### src/rtl/decode_stage.sv
// Registered instruction decode stage with valid/ready handshakes and a 2-entry skid buffer.
// Optional statistics counters are enabled by defining DECODE_STAGE_STATS_EN.
module decode_stage #(
    parameter int OP_W   = 8,
    parameter int REG_W  = 8,
    parameter int IMM_W  = 32,
    parameter int NUM_OP = 200,
    localparam int INSTR_W = 2*REG_W + OP_W + 8 + IMM_W
) (
    input  logic               clk_i,
    input  logic               rst_i,
    input  logic               flush_i,
    input  logic               in_valid_i,
    output logic               in_ready_o,
    input  logic [INSTR_W-1:0] instr_i,
    output logic               out_valid_o,
    input  logic               out_ready_i,
    output logic [OP_W-1:0]    op_o,
    output logic [REG_W-1:0]   dst_o,
    output logic [REG_W-1:0]   src_o,
    output logic [1:0]         mod_mem_o,
    output logic [1:0]         mod_shift_o,
    output logic [3:0]         mod_cond_o,
    output logic [IMM_W-1:0]   imm_o,
    output logic               illegal_o
`ifdef DECODE_STAGE_STATS_EN
   ,output logic [31:0]        dec_count_o,
    output logic [15:0]        illegal_count_o,
    output logic [31:0]        stall_count_o
`endif
);

    localparam int DST_LSB = OP_W;
    localparam int SRC_LSB = OP_W + REG_W;
    localparam int MOD_LSB = OP_W + 2*REG_W;
    localparam logic [OP_W:0] NUM_OP_L = (OP_W+1)'(NUM_OP);

    typedef struct packed {
        logic             valid;
        logic             illegal;
        logic [IMM_W-1:0] imm;
        logic [7:0]       mod;
        logic [REG_W-1:0] src;
        logic [REG_W-1:0] dst;
        logic [OP_W-1:0]  op;
    } entry_t;

    entry_t m_q, m_d;
    entry_t s_q, s_d;
    entry_t inc;
    logic   in_ready_q, in_ready_d;
    logic   in_acc;
    logic   out_xfer;

    assign in_acc   = in_valid_i & in_ready_q;
    assign out_xfer = m_q.valid & out_ready_i;

    always_comb begin
        inc.valid   = 1'b1;
        inc.op      = instr_i[OP_W-1:0];
        inc.dst     = instr_i[DST_LSB +: REG_W];
        inc.src     = instr_i[SRC_LSB +: REG_W];
        inc.mod     = instr_i[MOD_LSB +: 8];
        inc.imm     = instr_i[INSTR_W-1 -: IMM_W];
        // mod_mem == 2'b11 is a reserved encoding.
        inc.illegal = ({1'b0, inc.op} >= NUM_OP_L) || (inc.mod[1:0] == 2'b11);
    end

    always_comb begin
        // NOTE: every output of this block gets a default first, so no path leaves a latch.
        m_d = m_q;
        s_d = s_q;
        if (flush_i) begin
            m_d = '0;
            s_d = '0;
        end else if (!m_q.valid || out_xfer) begin
            if (s_q.valid) begin
                m_d = s_q;
                s_d = '0;
            end else if (in_acc) begin
                m_d = inc;
            end else begin
                // Drained: data keeps the last delivered instruction.
                m_d.valid = 1'b0;
            end
        end else if (in_acc) begin
            s_d = inc;
        end
        in_ready_d = !s_d.valid;
    end

    always_ff @(posedge clk_i) begin
        // NOTE: data registers are reset too, since the data outputs must read 0 after reset.
        if (rst_i) begin
            m_q        <= '0;
            s_q        <= '0;
            in_ready_q <= 1'b1;
        end else begin
            // NOTE: non-blocking so every flop updates from the same pre-edge values.
            m_q        <= m_d;
            s_q        <= s_d;
            in_ready_q <= in_ready_d;
        end
    end

    assign in_ready_o  = in_ready_q;
    assign out_valid_o = m_q.valid;
    assign op_o        = m_q.op;
    assign dst_o       = m_q.dst;
    assign src_o       = m_q.src;
    assign mod_mem_o   = m_q.mod[1:0];
    assign mod_shift_o = m_q.mod[3:2];
    assign mod_cond_o  = m_q.mod[7:4];
    assign imm_o       = m_q.imm;
    assign illegal_o   = m_q.illegal;

`ifdef DECODE_STAGE_STATS_EN
    logic [31:0] dec_count_q, dec_count_d;
    logic [15:0] illegal_count_q, illegal_count_d;
    logic [31:0] stall_count_q, stall_count_d;

    // Counters survive flush; only reset clears them.
    always_comb begin
        dec_count_d     = dec_count_q;
        illegal_count_d = illegal_count_q;
        stall_count_d   = stall_count_q;
        if (out_xfer) begin
            dec_count_d = dec_count_q + 32'd1;
            if (m_q.illegal) begin
                illegal_count_d = illegal_count_q + 16'd1;
            end
        end
        if (m_q.valid && !out_ready_i) begin
            stall_count_d = stall_count_q + 32'd1;
        end
    end

    always_ff @(posedge clk_i) begin
        if (rst_i) begin
            dec_count_q     <= '0;
            illegal_count_q <= '0;
            stall_count_q   <= '0;
        end else begin
            dec_count_q     <= dec_count_d;
            illegal_count_q <= illegal_count_d;
            stall_count_q   <= stall_count_d;
        end
    end

    assign dec_count_o     = dec_count_q;
    assign illegal_count_o = illegal_count_q;
    assign stall_count_o   = stall_count_q;
`endif

endmodule

### config.mk
export PLATFORM = sky130hd
export DESIGN_NAME = decode_stage
export DESIGN_NICKNAME = d
export VERILOG_FILES = /design/src/rtl/decode_stage.sv
export SDC_FILE = /design/constraint.sdc
export NUM_CORES = 1
export LEC_CHECK = 0
export CAP_MARGIN = 20
export CORE_MARGIN = 2
export CORE_UTILIZATION = 45
export DETAILED_ROUTE_END_ITERATION = 8
export PLACE_DENSITY = 0.73
export SYNTH_ARGS = -nofsm -noshare
export SYNTH_HDL_FRONTEND = slang
export SYNTH_SLANG_ARGS = --single-unit
### constraint.sdc
create_clock -name clk_i -period 3.8 [get_ports clk_i]
set_clock_uncertainty 0.2 [all_clocks]
set_input_delay 0.38 -clock clk_i [delete_from_list [all_inputs] [get_ports clk_i]]
set_output_delay 0.38 -clock clk_i [all_outputs]
set_load 0.02 [all_outputs]
==> metrics.txt <==
syn nets 682; PortBufs ~140; CP Class register to register; core area between 10000 and 15000 sq um; hold slack approximately 290 ps; Yosys cell types 30; chip width 119 um; root buf cell clkbuf_16; Post-Syn Area 5960 sq um; TNS Setup 0 ps; number of global-route vias before repair approximately 5.3k; Post-Syn Instances ~610; post-CTS setup buffers 0; Final Wtd Congestion around 0.83; initial antenna violation count 0; maximum fanout along the worst path 43; Post-DRT Antenna Nets 0; PwrDens about 450 nW/um^2; RSZ-0062 raised after global routing false; max_slew headroom 45.5%; internal cell power 2.74 mW; post-layout net count between 700 and 800; most frequent cells in the layout 135 x clkdlybuf4s50_1, 132 x dfxtp_1, 130 x a21oi_1; Filler cells approximately 1.1k; Max-cap violations 0; Detailed Place HPWL between 10000 and 15000 um; Reg power frac 40.8%; worst min path class register to register; Worst Setup Start Kind register; initial DRC count between 400 and 500; max incr delay on CP around 640 ps; final hold violation count 0; Critical Path End Type register; EDFF count, synth 0; Mapped Avg Cell Area slightly below 10 sq um; VDD IR max ~0.25 mV; routed length per instance 18.6 um; status complete, no violations; DRC viols 0; row cnt 42; simple-gate portion of the synthesized area under 10%; slowest cell on the critical path dfxtp_4; GRT Overall Usage approximately 23%; largest net degree at the start of global routing 72; clock group share of total power between 40% and 50%; largest family of logic cells by synthesized area compound AO/OA/AOI/OAI gates; grt ovf 0; Min Clock Period, post-route ~2400 ps; Final Routed Wirelength 16700 um; Yosys warnings 0; Layout area overhead 32.3%; Worst EP arrival roughly 2500 ps; CTS buffer count 17; Skew-Pair Late Insertion Delay 410 ps; adder-cell area share of the yosys netlist 0%; P_sw about 830 uW; Pre-antenna DRT Iters 5; Clock Tree Buf Depth 2; commonest non-fill, non-tap cell in the layout clkdlybuf4s50_1; compound-gate portion of the synthesized area approximately a third; TritonCTS clock tree done; Via-to-Cell Ratio about 5.9; final period utilization between 60 and 70%; Slew Viols, Final 0; post-synthesis mux area share a little over a tenth; max frequency 418 MHz; H-tree depth 4; Async S/R FF share, synth 0%; via count of the routed design approximately 5.2k; Initial Utilization roughly 46%; Comb pwr share between 10% and 20%; xor/xnor cell area share of the yosys netlist 0%; Die H ~120 um; clock-pin slew on the worst setup and hold paths around 60 ps; Resized Gates After CTS 0; CP Cell Sequence a21o_2, buf_4, a21oi_1, a211oi_1; ys flop type dfxtp_1; actual slew at the worst max-slew pin a little over 800 ps; final setup vio count 0; post-synthesis register bit count roughly 130; I/O Pins around 140; LEAKAGE 2.43 nW; sequential area share after synthesis between 40% and 50%; CP Data Required Time 3910 ps; die area approximately 14000 sq um; ANT cells 0; CTS Sinks between 100 and 150; first-pass GRT wire length between 20000 and 30000 um; switching part of the total between 20% and 30%; share of layout cells above drive strength 1 ~14%; Design Power 3.57 mW; hold-fix buffers at CTS 0
## registers in the layout, summed over array words and instances (netlist names)
register     count
imm_o           32
out_valid_o      1
mod_shift_o      2
s_q             66
mod_cond_o       4
illegal_o        1
dst_o            8
op_o             8
in_ready_o       1
mod_mem_o        2
src_o            8
## layout make-up
cell class              instances  area, sq um  share of cell area, %
flip-flops and latches        133         2670                   33.8
inverters                       2         7.51                 0.0952
repair buffers                147         1480                   18.8
clock inverters                 8          149                   1.89
clock buffers                  23          468                   5.93
well taps                     176          220                   2.79
multi-input cells             406         2900                   36.7
## logic make-up (layout without fill, tap and decap cells)
kind of cell / Yosys count / in the layout
compound gates: 266 / 266
buf+inv: 74 / 180
flops: 133 / 133
mux: 64 / 64
simple gates: 76 / 76
## power groups by stage
| stage | registers, mW | clock network, mW | logic, mW |
|---|---|---|---|
| CTS | 1.45 | 1.73 | 0.400 |
| global placement | 1.48 | 0 | 0.391 |
| floorplan | 1.52 | 0 | 0.180 |
| finish | 1.46 | 1.71 | 0.400 |
| global route | 1.46 | 1.78 | 0.425 |
| detailed placement | 1.48 | 0 | 0.398 |
## final timing paths
kind                 from            end  cells after the start  slack (ps)
hold reg to reg   s_q[59]        s_q[59]                      2         290
setup / recovery  s_q[65]  mod_cond_o[1]                      4        1410
setup reg to reg  s_q[65]  mod_cond_o[1]                      4        1410
hold / removal    s_q[59]        s_q[59]                      2         290
## per-layer routing
metal	up-vias	wire [um]	GRT usage [%]
li1	2460	-	-
met1	2561	7520	30.2
met2	201	8020	38.5
met3	14	993	4.93
met4	0	142	7.59
met5	-	0	0
## worst max-delay path: cells and delay by family (launching register included)
family / cells / cell delay [ps]
AOI/OAI and AO/OA: 3 / 890
buffers and inverters: 1 / 510
DFF: 1 / 640
## through the flow
step / util, % / setup WS, ps / cells / cell area, sq um
final: 60.3 / 1410 / 895 / 7890
after CTS: 60.3 / 1450 / 895 / 7890
after global placement: 55.4 / 1230 / 863 / 7250
after floorplan: - / 2310 / 613 / 5960
after global routing: 60.3 / 1320 / 895 / 7890
after detailed placement: 55.6 / 1140 / 864 / 7270
## synth_stat cells, drive strengths merged, types with 2 or more instances
| library cell | instances | area [sq um] |
|---|---|---|
| nor2 | 2 | 7.51 |
| buf | 57 | 354 |
| dfxtp | 133 | 2660 |
| o211ai | 64 | 480 |
| clkbuf | 15 | 56.3 |
| a211oi | 65 | 738 |
| inv | 2 | 7.50 |
| nand2 | 66 | 248 |
| a21oi | 131 | 659 |
| mux2i | 64 | 641 |
No activity file was read; power rests on OpenSTA's default activity.
